File: config.mk
export PLATFORM = sky130hd
export DESIGN_NAME = writeback_unit_flat
export DESIGN_NICKNAME = d
export VERILOG_FILES = /design/src/rtl/writeback_unit_if.sv /design/src/rtl/writeback_unit.sv /design/src/flat_wrapper.sv
export SDC_FILE = /design/constraint.sdc
export NUM_CORES = 1
export LEC_CHECK = 0
export CORE_MARGIN = 4
export CORE_UTILIZATION = 47
export DETAILED_ROUTE_END_ITERATION = 7
export PLACE_DENSITY = 0.74
export SYNTH_ARGS = -nofsm -noshare
export SYNTH_HDL_FRONTEND = slang
export SYNTH_SLANG_ARGS = --single-unit
File: constraint.sdc
create_clock -name clk_i -period 3.33 [get_ports clk_i]
set_clock_uncertainty 0.15 [all_clocks]
set_input_delay 0.333 -clock clk_i [delete_from_list [all_inputs] [get_ports clk_i]]
set_output_delay 0.333 -clock clk_i [all_outputs]
set_load 0.03 [all_outputs]
File: src/rtl/writeback_unit_if.sv
// Write-back bundle: ALU/multiplier result handshakes, issue-stage scoreboard
// update, and the register-file write command with status outputs.
interface writeback_unit_if #(
    parameter int CW = 3
);
    logic          alu_valid_i;
    logic [4:0]    alu_dest_i;
    logic [31:0]   alu_data_i;
    logic          alu_ready_o;
    logic          mul_valid_i;
    logic [4:0]    mul_dest_i;
    logic [31:0]   mul_data_i;
    logic          mul_ready_o;
    logic          issue_valid_i;
    logic [4:0]    issue_dest_i;
    logic [5:0]    writenum_o;
    logic [31:0]   writedata_o;
    logic [31:0]   pending_o;
    logic [CW-1:0] count_o;

    modport slave (
        input  alu_valid_i, alu_dest_i, alu_data_i,
        input  mul_valid_i, mul_dest_i, mul_data_i,
        input  issue_valid_i, issue_dest_i,
        output alu_ready_o, mul_ready_o,
        output writenum_o, writedata_o, pending_o, count_o
    );

    modport master (
        output alu_valid_i, alu_dest_i, alu_data_i,
        output mul_valid_i, mul_dest_i, mul_data_i,
        output issue_valid_i, issue_dest_i,
        input  alu_ready_o, mul_ready_o,
        input  writenum_o, writedata_o, pending_o, count_o
    );
endinterface

File: src/rtl/writeback_unit.sv
// Write-back stage: merges ALU and multiplier results through a small FIFO into
// one register-file write per cycle, with a pending-write scoreboard. Optional macro: WB_ZERO_REG_EN.
module writeback_unit #(
    parameter int DEPTH = 4,
    parameter int CW    = 3
) (
    input  logic           clk_i,
    input  logic           rst_i,
    writeback_unit_if.slave wb
);
    localparam int PW = $clog2(DEPTH);

`ifdef WB_ZERO_REG_EN
    localparam bit ZERO_REG = 1'b1;
`else
    localparam bit ZERO_REG = 1'b0;
`endif

    function automatic logic [CW-1:0] free_slots(input logic [CW-1:0] cnt);
        return CW'(DEPTH) - cnt;
    endfunction

    function automatic logic kept_dest(input logic [4:0] dest);
        return !ZERO_REG || (dest != 5'd0);
    endfunction

    logic [4:0]    dest_mem [DEPTH];
    logic [31:0]   data_mem [DEPTH];
    logic [PW-1:0] wptr_p0, rptr_p0, mul_wptr;
    logic [CW-1:0] count_p0, free;
    logic          alu_rdy, mul_rdy, alu_enq, mul_enq, deq;
    logic [1:0]    enq_n;
    logic          vld_p1;
    logic [4:0]    wnum_p1;
    logic [31:0]   wdata_p1;
    logic [31:0]   pending_p1, pending_nxt;

    // Readiness looks only at the registered count; a same-cycle pop earns no credit.
    assign free     = free_slots(count_p0);
    assign alu_rdy  = (free >= CW'(1));
    assign mul_rdy  = (free >= CW'(2)) || ((free == CW'(1)) && !wb.alu_valid_i);
    assign alu_enq  = wb.alu_valid_i && alu_rdy && kept_dest(wb.alu_dest_i);
    assign mul_enq  = wb.mul_valid_i && mul_rdy && kept_dest(wb.mul_dest_i);
    assign mul_wptr = alu_enq ? wptr_p0 + PW'(1) : wptr_p0;
    assign enq_n    = {1'b0, alu_enq} + {1'b0, mul_enq};
    assign deq      = (count_p0 != '0);

    always_comb begin
        pending_nxt = pending_p1;
        if (deq)
            pending_nxt[dest_mem[rptr_p0]] = 1'b0;
        if (wb.issue_valid_i && kept_dest(wb.issue_dest_i))
            pending_nxt[wb.issue_dest_i] = 1'b1;
    end

    // Stage p0: FIFO storage, ALU entry ahead of the multiplier entry
    always_ff @(posedge clk_i) begin
        if (alu_enq) begin
            dest_mem[wptr_p0] <= wb.alu_dest_i;
            data_mem[wptr_p0] <= wb.alu_data_i;
        end
        if (mul_enq) begin
            dest_mem[mul_wptr] <= wb.mul_dest_i;
            data_mem[mul_wptr] <= wb.mul_data_i;
        end
    end

    // Stage p1: head pop into the registered write command
    always_ff @(posedge clk_i or posedge rst_i) begin
        if (rst_i) begin
            wptr_p0    <= '0;
            rptr_p0    <= '0;
            count_p0   <= '0;
            vld_p1     <= 1'b0;
            wnum_p1    <= '0;
            wdata_p1   <= '0;
            pending_p1 <= '0;
        end else begin
            wptr_p0    <= wptr_p0 + PW'(enq_n);
            count_p0   <= count_p0 + CW'(enq_n) - CW'(deq);
            pending_p1 <= pending_nxt;
            vld_p1     <= deq;
            if (deq) begin
                rptr_p0  <= rptr_p0 + PW'(1);
                wnum_p1  <= dest_mem[rptr_p0];
                wdata_p1 <= data_mem[rptr_p0];
            end
        end
    end

    assign wb.alu_ready_o = alu_rdy;
    assign wb.mul_ready_o = mul_rdy;
    assign wb.writenum_o  = {vld_p1, wnum_p1};
    assign wb.writedata_o = wdata_p1;
    assign wb.pending_o   = pending_p1;
    assign wb.count_o     = count_p0;
endmodule

File: src/flat_wrapper.sv
// flat-port wrapper written by rule: the top's interface ports become plain ports
module writeback_unit_flat 
#(
    parameter int DEPTH = 4,
    parameter int CW    = 3
)
  (clk_i, rst_i, wb_alu_valid_i, wb_alu_dest_i, wb_alu_data_i, wb_mul_valid_i, wb_mul_dest_i, wb_mul_data_i, wb_issue_valid_i, wb_issue_dest_i, wb_alu_ready_o, wb_mul_ready_o, wb_writenum_o, wb_writedata_o, wb_pending_o, wb_count_o);
  writeback_unit_if #(.CW(CW)) wb_i ();
  input  logic clk_i;
  input  logic rst_i;
  input wire logic [$bits(wb_i.alu_valid_i)-1:0] wb_alu_valid_i;
  input wire logic [$bits(wb_i.alu_dest_i)-1:0] wb_alu_dest_i;
  input wire logic [$bits(wb_i.alu_data_i)-1:0] wb_alu_data_i;
  input wire logic [$bits(wb_i.mul_valid_i)-1:0] wb_mul_valid_i;
  input wire logic [$bits(wb_i.mul_dest_i)-1:0] wb_mul_dest_i;
  input wire logic [$bits(wb_i.mul_data_i)-1:0] wb_mul_data_i;
  input wire logic [$bits(wb_i.issue_valid_i)-1:0] wb_issue_valid_i;
  input wire logic [$bits(wb_i.issue_dest_i)-1:0] wb_issue_dest_i;
  output wire logic [$bits(wb_i.alu_ready_o)-1:0] wb_alu_ready_o;
  output wire logic [$bits(wb_i.mul_ready_o)-1:0] wb_mul_ready_o;
  output wire logic [$bits(wb_i.writenum_o)-1:0] wb_writenum_o;
  output wire logic [$bits(wb_i.writedata_o)-1:0] wb_writedata_o;
  output wire logic [$bits(wb_i.pending_o)-1:0] wb_pending_o;
  output wire logic [$bits(wb_i.count_o)-1:0] wb_count_o;
  assign wb_i.alu_valid_i = wb_alu_valid_i;
  assign wb_i.alu_dest_i = wb_alu_dest_i;
  assign wb_i.alu_data_i = wb_alu_data_i;
  assign wb_i.mul_valid_i = wb_mul_valid_i;
  assign wb_i.mul_dest_i = wb_mul_dest_i;
  assign wb_i.mul_data_i = wb_mul_data_i;
  assign wb_i.issue_valid_i = wb_issue_valid_i;
  assign wb_i.issue_dest_i = wb_issue_dest_i;
  assign wb_alu_ready_o = wb_i.alu_ready_o;
  assign wb_mul_ready_o = wb_i.mul_ready_o;
  assign wb_writenum_o = wb_i.writenum_o;
  assign wb_writedata_o = wb_i.writedata_o;
  assign wb_pending_o = wb_i.pending_o;
  assign wb_count_o = wb_i.count_o;
  writeback_unit #(.DEPTH(DEPTH), .CW(CW)) u_core (.clk_i(clk_i), .rst_i(rst_i), .wb(wb_i));
endmodule
==> metrics.json <==
{
  "floorplan": {
    "die_height_um": 156.5,
    "floorplan.initialDensity_pct": 47.62,
    "ioPinCount": 159,
    "die_area_mm2": 0.02448,
    "rows": 54,
    "dieWidth_um": 156.5,
    "floorplan.core_area_mm2": 0.02176
  },
  "clocking": {
    "cts_hold_repair.buffers": 0,
    "worstSkewPairLatency_ns": 0.51,
    "clock_tree.buffer_depth": 3,
    "cts_buffers": 24,
    "cts.clk_slew.worst_paths_ns": 0.06,
    "post_cts.repair.setup_buffers": 0,
    "cts_sinks": 225,
    "tritoncts": "yes",
    "clockRootBuffer": "sky130_fd_sc_hd__clkbuf_16",
    "clock_tree.htree_level_count": 1,
    "cts-resized-gates": 0
  },
  "worst_setup_path": {
    "cp.required_ns": 2.85,
    "crit_end": "wb_alu_ready_o",
    "cp-start-kind": "flop",
    "reg2reg_from": "u_core.wb.count_o[0]",
    "criticalPathCategory": "reg -> out",
    "worstRegToRegCells": 10,
    "path_max_fanout": 6,
    "timing.critical_path.from": "u_core.wb.count_o[0]",
    "timing.critical_path.arrival_ns": 2.66,
    "rrSetupSlack_ns": 0.33,
    "end_kind": "output pin",
    "r2r-end": "u_core.dest_mem[1][2]"
  },
  "sta": {
    "fin_tns_setup_ns": 0,
    "max_clock_freq_mhz": 318.1,
    "finalWorstPathRequiredPeriod_ns": 3.144,
    "worst_tran_pin_value_ns": 0.6791,
    "timing.final.setup_violations": 0,
    "period_share_pct": 94.41,
    "report.final.hold_viol_count": 0,
    "final-max-slew-violation-count": 0,
    "rsz0062_at_grt": "false",
    "max-slew-margin-rel_pct": 54.67
  },
  "synthesis": {
    "synth_adder_area_share_pct": 1.763,
    "synth-simple-area-share_pct": 10.58,
    "number_of_nets_produced_by_synthesis": 895,
    "post_synthesis_compound_gate_area_fraction_pct": 14.82,
    "netlist_instances": 797,
    "synth_top_family_by_area": "compound AO/OA/AOI/OAI gates",
    "synth_enable_flop_cells": 148,
    "synth_sequential_area_ratio_pct": 61.49,
    "async_flop_share_pct": 34.22,
    "synth.cell_area_mm2": 0.01036,
    "ys_seq_elements": 225,
    "muxShareOfSynthArea_pct": 8.115,
    "yosys.area_share.xor_xnor_pct": 0.5072,
    "synth_area_per_cell_um2": 13.00,
    "synth.lib_cells_used.distinct": 37,
    "yosysWarnings": 0,
    "synth_flop_cell": "sky130_fd_sc_hd__edfxtp_1"
  },
  "place": {
    "place.gp.congestion": 0.7977,
    "dp_hpwl_um": 17180,
    "port_buffers": 158
  },
  "run_status": {
    "run_status": "finished clean"
  },
  "power_and_ir_drop": {
    "power.static_leakage_nw": 4.912,
    "vdd_ir_drop_max_mv": 0.5062,
    "power_per_cell_area_mw_per_mm2": 1140
  },
  "cells_and_area": {
    "number_of_nets_in_the_final_layout": 1059,
    "drive_gt1_share_pct": 12.36,
    "syn2layout_area_growth_pct": 27.77,
    "finish.utilization_pct": 60.85,
    "mostFrequentLayoutCells": "sky130_fd_sc_hd__nand2_1 (220), sky130_fd_sc_hd__clkdlybuf4s50_1 (158), sky130_fd_sc_hd__o2bb2ai_1 (148), sky130_fd_sc_hd__edfxtp_1 (148), sky130_fd_sc_hd__dfrtp_1 (75)",
    "layout_commonest_cell": "sky130_fd_sc_hd__nand2_1",
    "fillCellCount": 1710,
    "multiInputGateArea_mm2": 0.003814,
    "seq_area_mm2": 0.006374
  },
  "global_routing": {
    "grt_remaining_overflow": 0,
    "grtUsageTotal_pct": 22.19,
    "antenna_found_initial": 1,
    "pin_count_of_the_biggest_net_entering_global_routing": 46,
    "first_global_vias": 7741,
    "grt_first_pass_wirelength_um": 42440
  },
  "min_path": {
    "hold_path_class": "in -> async"
  },
  "job": {
    "max_cap_viol_count": 0
  },
  "detailed_routing": {
    "length_of_the_first_detailed_routing_pass_in_iterations": 5,
    "vias_per_cell": 5.894,
    "dr.first_iter.drc_count": 391,
    "route.antenna.remaining_nets": 0,
    "drt_drc_violations_left": 0,
    "route.final.wire_length_um": 27430,
    "route.detailed.wl_per_inst_um": 21.77,
    "routed-via-count": 7426
  }
}
how the worst min path moves through the flow:
stage | from | endpoint | slack, ns | cells past startpoint
2_1_floorplan | wb_issue_dest_i[4] | u_core.wb.pending_o[0] | 0.36 | 3
6_report | rst_i | u_core.wb.writedata_o[8] | 0.08 | 2
3_3_place_gp | u_core.wb.writedata_o[3] | u_core.wb.writedata_o[3] | 0.30 | 2
3_5_place_dp | u_core.wb.writedata_o[23] | u_core.wb.writedata_o[23] | 0.31 | 2
4_1_cts | rst_i | u_core.wb.writedata_o[2] | 0.09 | 2
5_1_grt | rst_i | u_core.wb.writedata_o[2] | 0.14 | 2
metrics by stage:
stage / cells / hold WS, ns / cell area [um2] / total power, mW / setup slack, ns
4_1_cts: 1259 / 0.08793 / 13240 / 15.20 / 0.1661
6_report: 1260 / 0.08204 / 13240 / 15.09 / 0.1861
5_1_grt: 1260 / 0.1373 / 13240 / 15.94 / 0.07452
2_1_floorplan: 797 / 0.3641 / 10390 / 9.729 / 0.05776
3_5_place_dp: 1215 / 0.3072 / 12500 / 12.69 / 0.3693
3_3_place_gp: 1215 / 0.3006 / 12500 / 12.51 / 0.4579
synth_stat cells, types with 2 or more instances:
cell type / n / area, um2
sky130_fd_sc_hd__inv_1: 12 / 45.04
sky130_fd_sc_hd__a211oi_1: 4 / 30.03
sky130_fd_sc_hd__xnor2_1: 6 / 52.55
sky130_fd_sc_hd__o21ai_0: 23 / 115.1
sky130_fd_sc_hd__nor2_1: 6 / 22.52
sky130_fd_sc_hd__nor3_1: 2 / 10.01
sky130_fd_sc_hd__buf_2: 19 / 95.09
sky130_fd_sc_hd__nand3_1: 2 / 10.01
sky130_fd_sc_hd__nand2_1: 224 / 840.8
sky130_fd_sc_hd__clkbuf_1: 27 / 101.4
sky130_fd_sc_hd__or3b_1: 3 / 26.28
sky130_fd_sc_hd__nor3b_1: 4 / 30.03
sky130_fd_sc_hd__o21ai_1: 5 / 25.02
sky130_fd_sc_hd__o31ai_1: 8 / 60.06
sky130_fd_sc_hd__ha_1: 13 / 162.7
sky130_fd_sc_hd__or3_1: 2 / 12.51
sky130_fd_sc_hd__mux4_2: 35 / 788.3
sky130_fd_sc_hd__and3b_1: 3 / 26.28
sky130_fd_sc_hd__buf_1: 5 / 18.77
sky130_fd_sc_hd__nor4_1: 2 / 12.51
sky130_fd_sc_hd__nand3b_1: 4 / 30.03
sky130_fd_sc_hd__edfxtp_1: 148 / 4444
sky130_fd_sc_hd__dfrtp_1: 77 / 1927
sky130_fd_sc_hd__mux4_1: 2 / 52.55
sky130_fd_sc_hd__o2bb2ai_1: 148 / 1296
sky130_fd_sc_hd__and3_1: 2 / 12.51
final cells by class:
cell class	instances	area share (%)
Multi-Input combinational cell	506	28.81
Antenna cell	1	0.01890
Timing Repair Buffer	191	14.48
Clock buffer	39	5.349
Sequential cell	225	48.14
Clock inverter	5	0.1796
Inverter	13	0.3780
Tap cell	280	2.646
worst max-delay path: stages (launching register included):
cell                              delay, ns
sky130_fd_sc_hd__dfrtp_1               0.44
sky130_fd_sc_hd__inv_1                 0.11
sky130_fd_sc_hd__ha_1                  0.21
sky130_fd_sc_hd__ha_2                  0.33
sky130_fd_sc_hd__nor4b_4               0.31
sky130_fd_sc_hd__inv_2                 0.11
sky130_fd_sc_hd__clkdlybuf4s50_1       0.65
state kept, by name (all words and copies together), names as in the netlist:
signal,flops
u_core.data_mem,128
u_core.wb.pending_o,32
u_core.wb.writedata_o,32
u_core.dest_mem,20
u_core.wnum_p1,5
u_core.wb.count_o,3
u_core.rptr_p0,2
u_core.wptr_p0,2
u_core.vld_p1,1
cell families (layout without fill, tap and decap cells):
kind of cell,count (synthesis),after routing
other cells,0,1
simple gates,260,260
compound gates,189,189
fa+ha+maj,14,14
mux,37,37
flops,225,225
xor+xnor,6,6
buf+inv,66,248
routing by layer:
metal,vias up,track usage (%),part of all wire [%],routed length [um]
met4,0,8.719,3.2,886
met5,-,0,0,0
met2,318,38.49,50,13780
met3,53,3.125,7.1,1958
met1,3673,28.32,39,10810
li1,3382,-,-,-
power by group:
| part | internal [mW] | switching, mW | total (mW) |
|---|---|---|---|
| registers | 4.69 | 0.558 | 5.25 |
| clock network | 1.45 | 1.03 | 2.47 |
| logic | 2.87 | 4.49 | 7.36 |
Power figures use the tool's default switching activity.
